### src/rtl/freq_div_pkg.sv
// Shared types and helpers for the runtime-programmable clock divider.
package freq_div_pkg;

    typedef enum logic [1:0] {STOP, RUN, PEND} state_t;

    localparam int unsigned DIV_MIN = 2;

    // Number of high cycles in one output period; odd ratios get the extra cycle.
    function automatic int unsigned high_count(input int unsigned n);
        return (n + 1) >> 1;
    endfunction

endpackage

### src/rtl/freq_div_ctrl_if.sv
// Divide-ratio configuration channel: valid/ready transfer plus an illegal-ratio pulse.
interface freq_div_ctrl_if #(
    parameter int DIV_W = 8
);
    logic             cfg_valid;
    logic [DIV_W-1:0] cfg_div;
    logic             cfg_ready;
    logic             cfg_err;

    modport master (output cfg_valid, output cfg_div, input cfg_ready, input cfg_err);
    modport slave  (input cfg_valid, input cfg_div, output cfg_ready, output cfg_err);
endinterface

### src/rtl/freq_div_core.sv
// Divide counter with wrap detection and a glitch-free clk_out flop decoded from next-count.
module freq_div_core
    import freq_div_pkg::*;
#(
    parameter int DIV_W = 8
) (
    input  logic             clk,
    input  logic             rst,
    input  logic             run,
    input  logic             run_nxt,
    input  logic [DIV_W-1:0] div,
    input  logic [DIV_W-1:0] div_nxt,
    output logic             wrap,
    output logic             clk_out
);

    logic [DIV_W-1:0] cnt;
    logic [DIV_W-1:0] cnt_nxt;

    assign wrap = run && (cnt == div - DIV_W'(1));

    // NOTE: every signal driven in always_comb gets a default first, so no path can infer a latch.
    always_comb begin
        cnt_nxt = '0;
        if (run && !wrap) cnt_nxt = cnt + DIV_W'(1);
    end

    // NOTE: sequential state uses non-blocking assignments only, so all flops update from pre-edge values.
    always_ff @(posedge clk) begin
        if (rst) begin
            cnt     <= '0;
            clk_out <= 1'b0;
        end else begin
            cnt     <= cnt_nxt;
            clk_out <= run_nxt && (32'(cnt_nxt) < high_count(32'(div_nxt)));
        end
    end

endmodule

### src/rtl/freq_div_ctrl.sv
// Divider controller: FSM, config handshake, pending ratio, graceful start/stop.
// Optional FREQ_DIV_CHG_CNT_EN adds an 8-bit count of active-ratio loads on chg_cnt.
module freq_div_ctrl
    import freq_div_pkg::*;
#(
    parameter int DIV_W   = 8,
    parameter int DIV_RST = 3
) (
    input  logic             clk,
    input  logic             rst,
    input  logic             en,
    freq_div_ctrl_if.slave   cfg,
    output logic [DIV_W-1:0] active_div,
    output logic             clk_out,
    output logic             tick,
    output logic             busy
`ifdef FREQ_DIV_CHG_CNT_EN
    ,
    output logic [7:0]       chg_cnt
`endif
);

    state_t           state, state_nxt;
    logic [DIV_W-1:0] active_div_nxt;
    logic [DIV_W-1:0] pend_div, pend_div_nxt;
    logic             stop_req, stop_req_nxt;
    logic             xfer, legal, load, wrap;

    assign cfg.cfg_ready = (state != PEND);
    assign busy          = (state != STOP);
    assign xfer          = cfg.cfg_valid && cfg.cfg_ready;
    assign legal         = (32'(cfg.cfg_div) >= DIV_MIN);
    assign tick          = wrap;

    always_comb begin
        state_nxt      = state;
        active_div_nxt = active_div;
        pend_div_nxt   = pend_div;
        stop_req_nxt   = stop_req;
        load           = 1'b0;
        unique case (state)
            STOP: begin
                stop_req_nxt = 1'b0;
                if (xfer && legal) begin
                    active_div_nxt = cfg.cfg_div;
                    load           = 1'b1;
                end
                if (en) state_nxt = RUN;
            end
            RUN: begin
                stop_req_nxt = !en;
                // A ratio arriving on the stopping boundary is loaded directly, as in STOP.
                if (wrap && stop_req) begin
                    state_nxt    = STOP;
                    stop_req_nxt = 1'b0;
                    if (xfer && legal) begin
                        active_div_nxt = cfg.cfg_div;
                        load           = 1'b1;
                    end
                end else if (xfer && legal) begin
                    pend_div_nxt = cfg.cfg_div;
                    state_nxt    = PEND;
                end
            end
            PEND: begin
                stop_req_nxt = !en;
                if (wrap) begin
                    active_div_nxt = pend_div;
                    load           = 1'b1;
                    state_nxt      = stop_req ? STOP : RUN;
                    if (stop_req) stop_req_nxt = 1'b0;
                end
            end
            default: state_nxt = STOP;
        endcase
    end

    always_ff @(posedge clk) begin
        if (rst) begin
            state       <= STOP;
            active_div  <= DIV_W'(DIV_RST);
            pend_div    <= '0;
            stop_req    <= 1'b0;
            cfg.cfg_err <= 1'b0;
        end else begin
            state       <= state_nxt;
            active_div  <= active_div_nxt;
            pend_div    <= pend_div_nxt;
            stop_req    <= stop_req_nxt;
            cfg.cfg_err <= xfer && !legal;
        end
    end

`ifdef FREQ_DIV_CHG_CNT_EN
    always_ff @(posedge clk) begin
        if (rst)       chg_cnt <= '0;
        else if (load) chg_cnt <= chg_cnt + 8'd1;
    end
`endif

    freq_div_core #(.DIV_W(DIV_W)) u_core (
        .clk     (clk),
        .rst     (rst),
        .run     (state != STOP),
        .run_nxt (state_nxt != STOP),
        .div     (active_div),
        .div_nxt (active_div_nxt),
        .wrap    (wrap),
        .clk_out (clk_out)
    );

endmodule

### src/flat_wrapper.sv
// flat-port wrapper written by rule: the top's interface ports become plain ports
module freq_div_ctrl_flat import freq_div_pkg::*;
#(
    parameter int DIV_W   = 8,
    parameter int DIV_RST = 3
)
  (clk, rst, en, active_div, clk_out, tick, busy, cfg_cfg_valid, cfg_cfg_div, cfg_cfg_ready, cfg_cfg_err);
  freq_div_ctrl_if #(.DIV_W(DIV_W)) cfg_i ();
  input  logic clk;
  input  logic rst;
  input  logic en;
  output logic [DIV_W-1:0] active_div;
  output logic clk_out;
  output logic tick;
  output logic busy;
  input wire logic [$bits(cfg_i.cfg_valid)-1:0] cfg_cfg_valid;
  input wire logic [$bits(cfg_i.cfg_div)-1:0] cfg_cfg_div;
  output wire logic [$bits(cfg_i.cfg_ready)-1:0] cfg_cfg_ready;
  output wire logic [$bits(cfg_i.cfg_err)-1:0] cfg_cfg_err;
  assign cfg_i.cfg_valid = cfg_cfg_valid;
  assign cfg_i.cfg_div = cfg_cfg_div;
  assign cfg_cfg_ready = cfg_i.cfg_ready;
  assign cfg_cfg_err = cfg_i.cfg_err;
  freq_div_ctrl #(.DIV_W(DIV_W), .DIV_RST(DIV_RST)) u_core (.clk(clk), .rst(rst), .en(en), .cfg(cfg_i), .active_div(active_div), .clk_out(clk_out), .tick(tick), .busy(busy));
endmodule
### config.mk
export PLATFORM = sky130hd
export DESIGN_NAME = freq_div_ctrl_flat
export DESIGN_NICKNAME = d
export VERILOG_FILES = /design/src/rtl/freq_div_pkg.sv /design/src/rtl/freq_div_ctrl_if.sv /design/src/rtl/freq_div_core.sv /design/src/rtl/freq_div_ctrl.sv /design/src/flat_wrapper.sv
export SDC_FILE = /design/constraint.sdc
export NUM_CORES = 1
export LEC_CHECK = 0
export CORE_ASPECT_RATIO = 0.9
export CORE_MARGIN = 2
export CORE_UTILIZATION = 40
export CTS_CLUSTER_SIZE = 8
export DETAILED_ROUTE_END_ITERATION = 12
export PLACE_DENSITY_LB_ADDON = 0.3
export SKIP_LAST_GASP = 1
export SLEW_MARGIN = 30
export SYNTH_ARGS = -nofsm -noshare
export SYNTH_HDL_FRONTEND = slang
export SYNTH_SLANG_ARGS = --single-unit
### constraint.sdc
create_clock -name clk -period 3.92 [get_ports clk]
set_input_delay 0.784 -clock clk [delete_from_list [all_inputs] [get_ports clk]]
set_output_delay 0.784 -clock clk [all_outputs]
set_load 0.005 [all_outputs]
# Yosys cells after proc, flatten, opt, wreduce, memory -nomap -nowiden
# Index checks and enable logic that the tools add are counted.
# Widths: inputs -> output; s select.
[classes]
addsub = 3
n_lt_le_gt_ge = 2
eq_ne = 4
muxes = 15
n_bitwise = 1
n_reduce_logical = 15
[ops]
columns = ["cell", "count"]
rows = [
  ["$mux 8", 4],
  ["$pmux 8 s3", 1],
  ["$add 8x1->9 const B", 1],
  ["$add 8x1->8 const B", 1],
  ["$eq 8x8->1", 1],
  ["$ge 8x2->1 const B", 1],
  ["$lt 8x8->1", 1],
  ["$mux 2", 4],
  ["$sub 8x1->8 const B", 1],
  ["$logic_and 1x1->1", 7],
  ["$pmux 2 s3", 1],
  ["$mux 1", 4],
  ["$reduce_bool 2->1", 2],
  ["$logic_not 1->1", 3],
  ["$pmux 1 s3", 1],
  ["$reduce_and 3->1", 1],
  ["$reduce_bool 3->1", 1],
  ["$eq 2x1->1 const B", 1],
  ["$eq 2x2->1 const B", 1],
  ["$logic_not 2->1", 1],
  ["$ne 2x2->1 const B", 1],
  ["$not 1->1", 1],
]
[word_totals]
regBits = 29
input_bits = 12
elab_cells = 47

# Logic depth before layout (Yosys ltp)
[logic_depth]
word_depth = 9
ltp_mapped = 16
mapped_depth_nobuf = 16

# Cells and area by module
# From an unflattened synthesis, not the netlist that was laid out.
[hier_totals]
hier_cells = 247
hier_area_um2 = 2124.5
[by_module_without_submodules]
columns = ["module", "instances", "cells_each", "area_each_um2"]
rows = [
  ["freq_div_ctrl", 1, 126, 1168.6],
  ["freq_div_core", 1, 121, 955.9],
]

# Least setup slack after synthesis
# No wires, ideal clock.
[synth_path]
kind = "register to register"
from = "register u_core.active_div[0]"
to = "register u_core.u_core.clk_out"
t_arrival_ns = 3.841
required_ns = 3.855
slack_ns = 0.014
path_stages_with_launch = 17
n_path_buf = 0
synth_period_minus_slack_ns = 3.906
cell_sequence = "dfxtp_1 inv_1 ha_1 xnor2_1 a211oi_1 o311ai_4 o41a_4 o221ai_2 a222oi_1 nor3_2 nand4_1 xnor2_1 ha_1 a21o_1 a211oi_1 o221ai_1 nor2_1"
[synth_via]
elab_chain_len = 9
word_cells_on_any_way = 18
classes_between = "add/sub: 2; order compare: 1; eq/ne: 1; mux: 8; reduce/logical: 6"
[synth_lines]
columns = ["item", "line", "text"]
rows = [
  ["start, declared", "freq_div_ctrl.sv:13", "output logic [DIV_W-1:0] active_div,"],
  ["start signal, assigned", "freq_div_ctrl.sv:81", "active_div <= DIV_W'(DIV_RST);"],
  ["start signal, assigned", "freq_div_ctrl.sv:87", "active_div <= active_div_nxt;"],
  ["$sub 8x1->8", "freq_div_core.sv:20", "assign wrap = run && (cnt == div - DIV_W'(1));"],
  ["$eq 8x8->1", "freq_div_core.sv:20", ""],
  ["$logic_and 1x1->1", "freq_div_core.sv:20", ""],
  ["$logic_and 1x1->1", "freq_div_ctrl.sv:53", "if (wrap && stop_req) begin"],
  ["$mux 8", "freq_div_ctrl.sv:53", ""],
  ["$pmux 8 s3", "freq_div_ctrl.sv:41", "unique case (state)"],
  ["$add 8x1->9", "freq_div_pkg.sv:10", "return (n + 1) >> 1;"],
  ["$lt 8x8->1", "freq_div_core.sv:35", "clk_out <= run_nxt && (32'(cnt_nxt) < high_count(32'(div_nxt)));"],
  ["$logic_and 1x1->1 (*)", "freq_div_core.sv:35", ""],
  ["end signal, assigned", "freq_div_core.sv:35", ""],
  ["end, declared", "freq_div_core.sv:14", "output logic clk_out"],
]
# Every way passes the cells marked *; elsewhere a longest branch is shown, timed or not.
# A chain may end at the register's enable or synchronous reset.

# Worst setup path in the final report
# Same ends and word-level chain as after synthesis.

==> results.md <==
* Status: finished, final reports clean
* All-layer global routing usage at 19.16%
* Placeable core region at 4865 sq um
* Hold Violations, Final at 0
* Arrival time of data at the critical path endpoint at 4.03 ns
* Path type of the worst min-delay path: reg -> reg
* Minimum setup slack in the final design at 0.1050 ns
* Clk buf depth at 2
* Mapped Nets at 253
* Pre-CTS worst setup slack at -0.1062 ns
* Area added between synthesis and finish at 32.33%
* Die Footprint at 5657 sq um
* Antenna violations before repair at 0
* RSZ-0062 raised after global routing: yes
* Critical Path End Type: register
* Number of port buffers at 24
* RePlAce Congestion at 0.9053
* Max stage delay cell, worst path: sky130_fd_sc_hd__o41a_4
* Clock Latency Late Sink at 0.28 ns
* Vias post-DR at 1906
* WL per Instance at 15.78 microns
* CTS tree: yes
* Mean number of vias per cell at 5.557
* # DRC at 0
* Initial DRT Pass Iterations at 4
* Worst vdd rail ir drop at 204.4 uV
* Sequential element share of the synthesized area at 28.62%
* Hold path startpoint: u_core.stop_req$_SDFFE_PP0P_
* Width of the chip at 79.06 microns
* Fin. max-slew vios at 0
* Hold-fix buffer count after cts at 0
* Fraction of final layout cells with drive strength greater than 1 at 21.22%
* Initial core utilization at 41.69%
* Most common flop cell mapped by yosys: sky130_fd_sc_hd__dfxtp_1
* Vias in the first global route at 1740
* PwrDens at 366.0 nW/um^2
* Critical-path cell list: buf_6, or4_4, o21ai_4, nand4b_4, o41a_4, o221ai_4, a222oi_1, nor3_2, nand4_1, xnor2_1, ha_1, a21o_1, a211oi_2, o221ai_1, nor2_1
* Clock tree skew after final layout at 0.007785 ns
* Aggregate global routing overflow at 0
* Required arrival time at the worst endpoint at 4.14 ns
* Clock-pin transition on the worst setup and hold timing paths at 0.07 ns
* Setup violators final at 0
* Clock root buffer: sky130_fd_sc_hd__clkbuf_8
* Cell area after synthesis at 2028 sq um
* FF-to-FF Start: u_core.active_div[0]$_SDFF_PP1_
* Mapped Cells at 226
* Count of synthesis-stage warnings from yosys at 0
* Worst slew margin at 47.18%
* Startpoint kind of the worst setup timing path: register
* Number of violations reported at the end of detailed-routing iteration 0 at 154
* Post-synthesis sequential element count at 29
* Count of nets left with antenna violations after detail routing at 0
* Wire length of the first global-routing pass at 8362 microns
* Crit share post-route at 97.32%
* Slew at the pin with the worst max-slew slack at 0.7898 ns
* Number of enable flip-flop cells after synthesis at 0
* Leakage component of the power at 0.001038 uW
* TritonCTS Sinks at 29
* Row count at 24
* Hold slack final at 0.4844 ns
* Maximum number of pins on one net before global-route repair at 21
* Reported max-cap violation count at 0
* ANT cells at 0
* H-Tree Depth at 2
* Die Y at 71.56 microns
* Worst setup startpoint: u_core.active_div[0]$_SDFF_PP1_
* Post-DP HPWL at 4132 microns
* Commonest cells after routing, fill and taps aside: sky130_fd_sc_hd__buf_4 (27), sky130_fd_sc_hd__nor2_1 (26), sky130_fd_sc_hd__dfxtp_1 (26)
* Total clock buffers created by CTS at 5
* Biggest cell delay along the critical path at 0.54 ns
* Final nets at 304
* Syn Area/Cell at 8.974 sq um
* Final Core Density at 55.17%
* Commonest non-fill, non-tap cell in the layout: sky130_fd_sc_hd__buf_4
* Post-Route WL at 5414 microns
* Share of flip-flops with an asynchronous set or reset at 0%
* Peak fanout along the critical path at 5
* Timing-limited maximum frequency at 262.1 MHz
* Count of distinct cell types in the synthesized netlist at 53
* Critical path class: reg -> reg
* Time the final worst path needs with I/O delays and setup at 3.815 ns
* Number of I/O pins at 25
## metal layers
metal / vias to the layer above / GRT usage (%) / wire length (microns)
li1: 942 / - / -
met1: 899 / 28.13 / 2672
met4: 0 / 6.513 / 68
met5: - / 0 / 0
met3: 7 / 3.275 / 351
met2: 58 / 28.44 / 2322
## kinds of logic (layout without fill, tap and decap cells)
| logic type | after synthesis | in the layout | share of synthesized area [%] |
|---|---|---|---|
| xor gates and xnor gates | 21 | 21 | 9.439 |
| buffers and inverters | 16 | 68 | 3.393 |
| muxes | 8 | 8 | 3.948 |
| AOI/OAI and AO/OA | 39 | 39 | 16.84 |
| DFF | 29 | 29 | 28.62 |
| adders and majority gates | 15 | 15 | 9.254 |
| and+or+nand+nor | 98 | 98 | 28.50 |
## cell type report
| class | instances | area, sq um |
|---|---|---|
| repair buffers | 52 | 454.2 |
| well taps | 65 | 81.33 |
| inverters | 8 | 30.03 |
| clock buffers | 6 | 72.57 |
| clock inverters | 2 | 10.01 |
| multi-input cells | 181 | 1451 |
| flip-flops and latches | 29 | 584.3 |
| fillers | 456 | 2181 |
## power by group
group	switching [uW]	total [uW]	leakage [uW]	internal, uW
logic	203	403	0.000756	200
clock network	118	241	0.0000450	123
registers	23.9	339	0.000237	315
total	345	982	0.00104	637
## flip-flops by register name, summed over array words and instances (netlist names)
name / count
u_core.cfg.cfg_err: 1
u_core.u_core.clk_out: 1
u_core.stop_req: 1
u_core.u_core.cnt: 8
u_core.pend_div: 8
u_core.state: 2
u_core.active_div: 8
## synth_stat cells (all sizes together) (2+ instances only)
cell type	number	area [sq um]
xor2	9	78.83
o31ai	2	15.01
nor3	13	75.07
nand4b	2	32.53
nor3b	2	15.01
nand2	12	45.04
xnor2	12	112.6
nand3b	3	22.52
o221ai	2	23.77
a21o	3	22.52
dfxtp	29	580.6
o21ai	5	28.78
or2	2	12.51
a222oi	4	40.04
mux2i	8	80.08
and3	6	37.54
nor4	13	108.9
nor2b	6	37.54
clkbuf	6	22.52
buf	2	16.26
inv	8	30.03
a211oi	2	15.01
nand3	6	30.03
a21oi	6	30.03
nor2	26	97.59
ha	15	187.7
o211ai	2	15.01
o21a	3	22.52
## stage by stage
| step | total power (uW) | instances | cell area (sq um) | TNS, ns |
|---|---|---|---|---|
| 6_report | 982.2 | 343 | 2684 | 0 |
| 5_1_grt | 1031 | 343 | 2684 | -0.08510 |
| 4_1_cts | 940.5 | 337 | 2559 | 0 |
| 3_5_place_dp | 699.0 | 329 | 2476 | -0.1062 |
| 3_3_place_gp | 695.4 | 329 | 2476 | 0 |
| 2_1_floorplan | 564.7 | 226 | 2028 | 0 |
## path summary, 6_finish.rpt
path	endpoint	slack, ns	depth (start not counted)
max	u_core.u_core.clk_out$_SDFF_PP0_	0.11	15
min reg2reg	u_core.stop_req$_SDFFE_PP0P_	0.48	2
max reg2reg	u_core.u_core.clk_out$_SDFF_PP0_	0.11	15
min	u_core.stop_req$_SDFFE_PP0P_	0.48	2
## worst max-delay path, delay by kind of cell (launching register included)
kind                       cells  cell delay (ns)
AOI/OAI and AO/OA              7             1.66
xor gates and xnor gates       1             0.16
adders and majority gates      1             0.32
buffers and inverters          1             0.12
DFF                            1             0.32
and+or+nand+nor                5             1.15
## repair_timing
item	CTS	global route
buffers inserted	0	6
setup endpoints to repair	0	1
resized for setup	0	15
(Power assumes the default switching activity.)
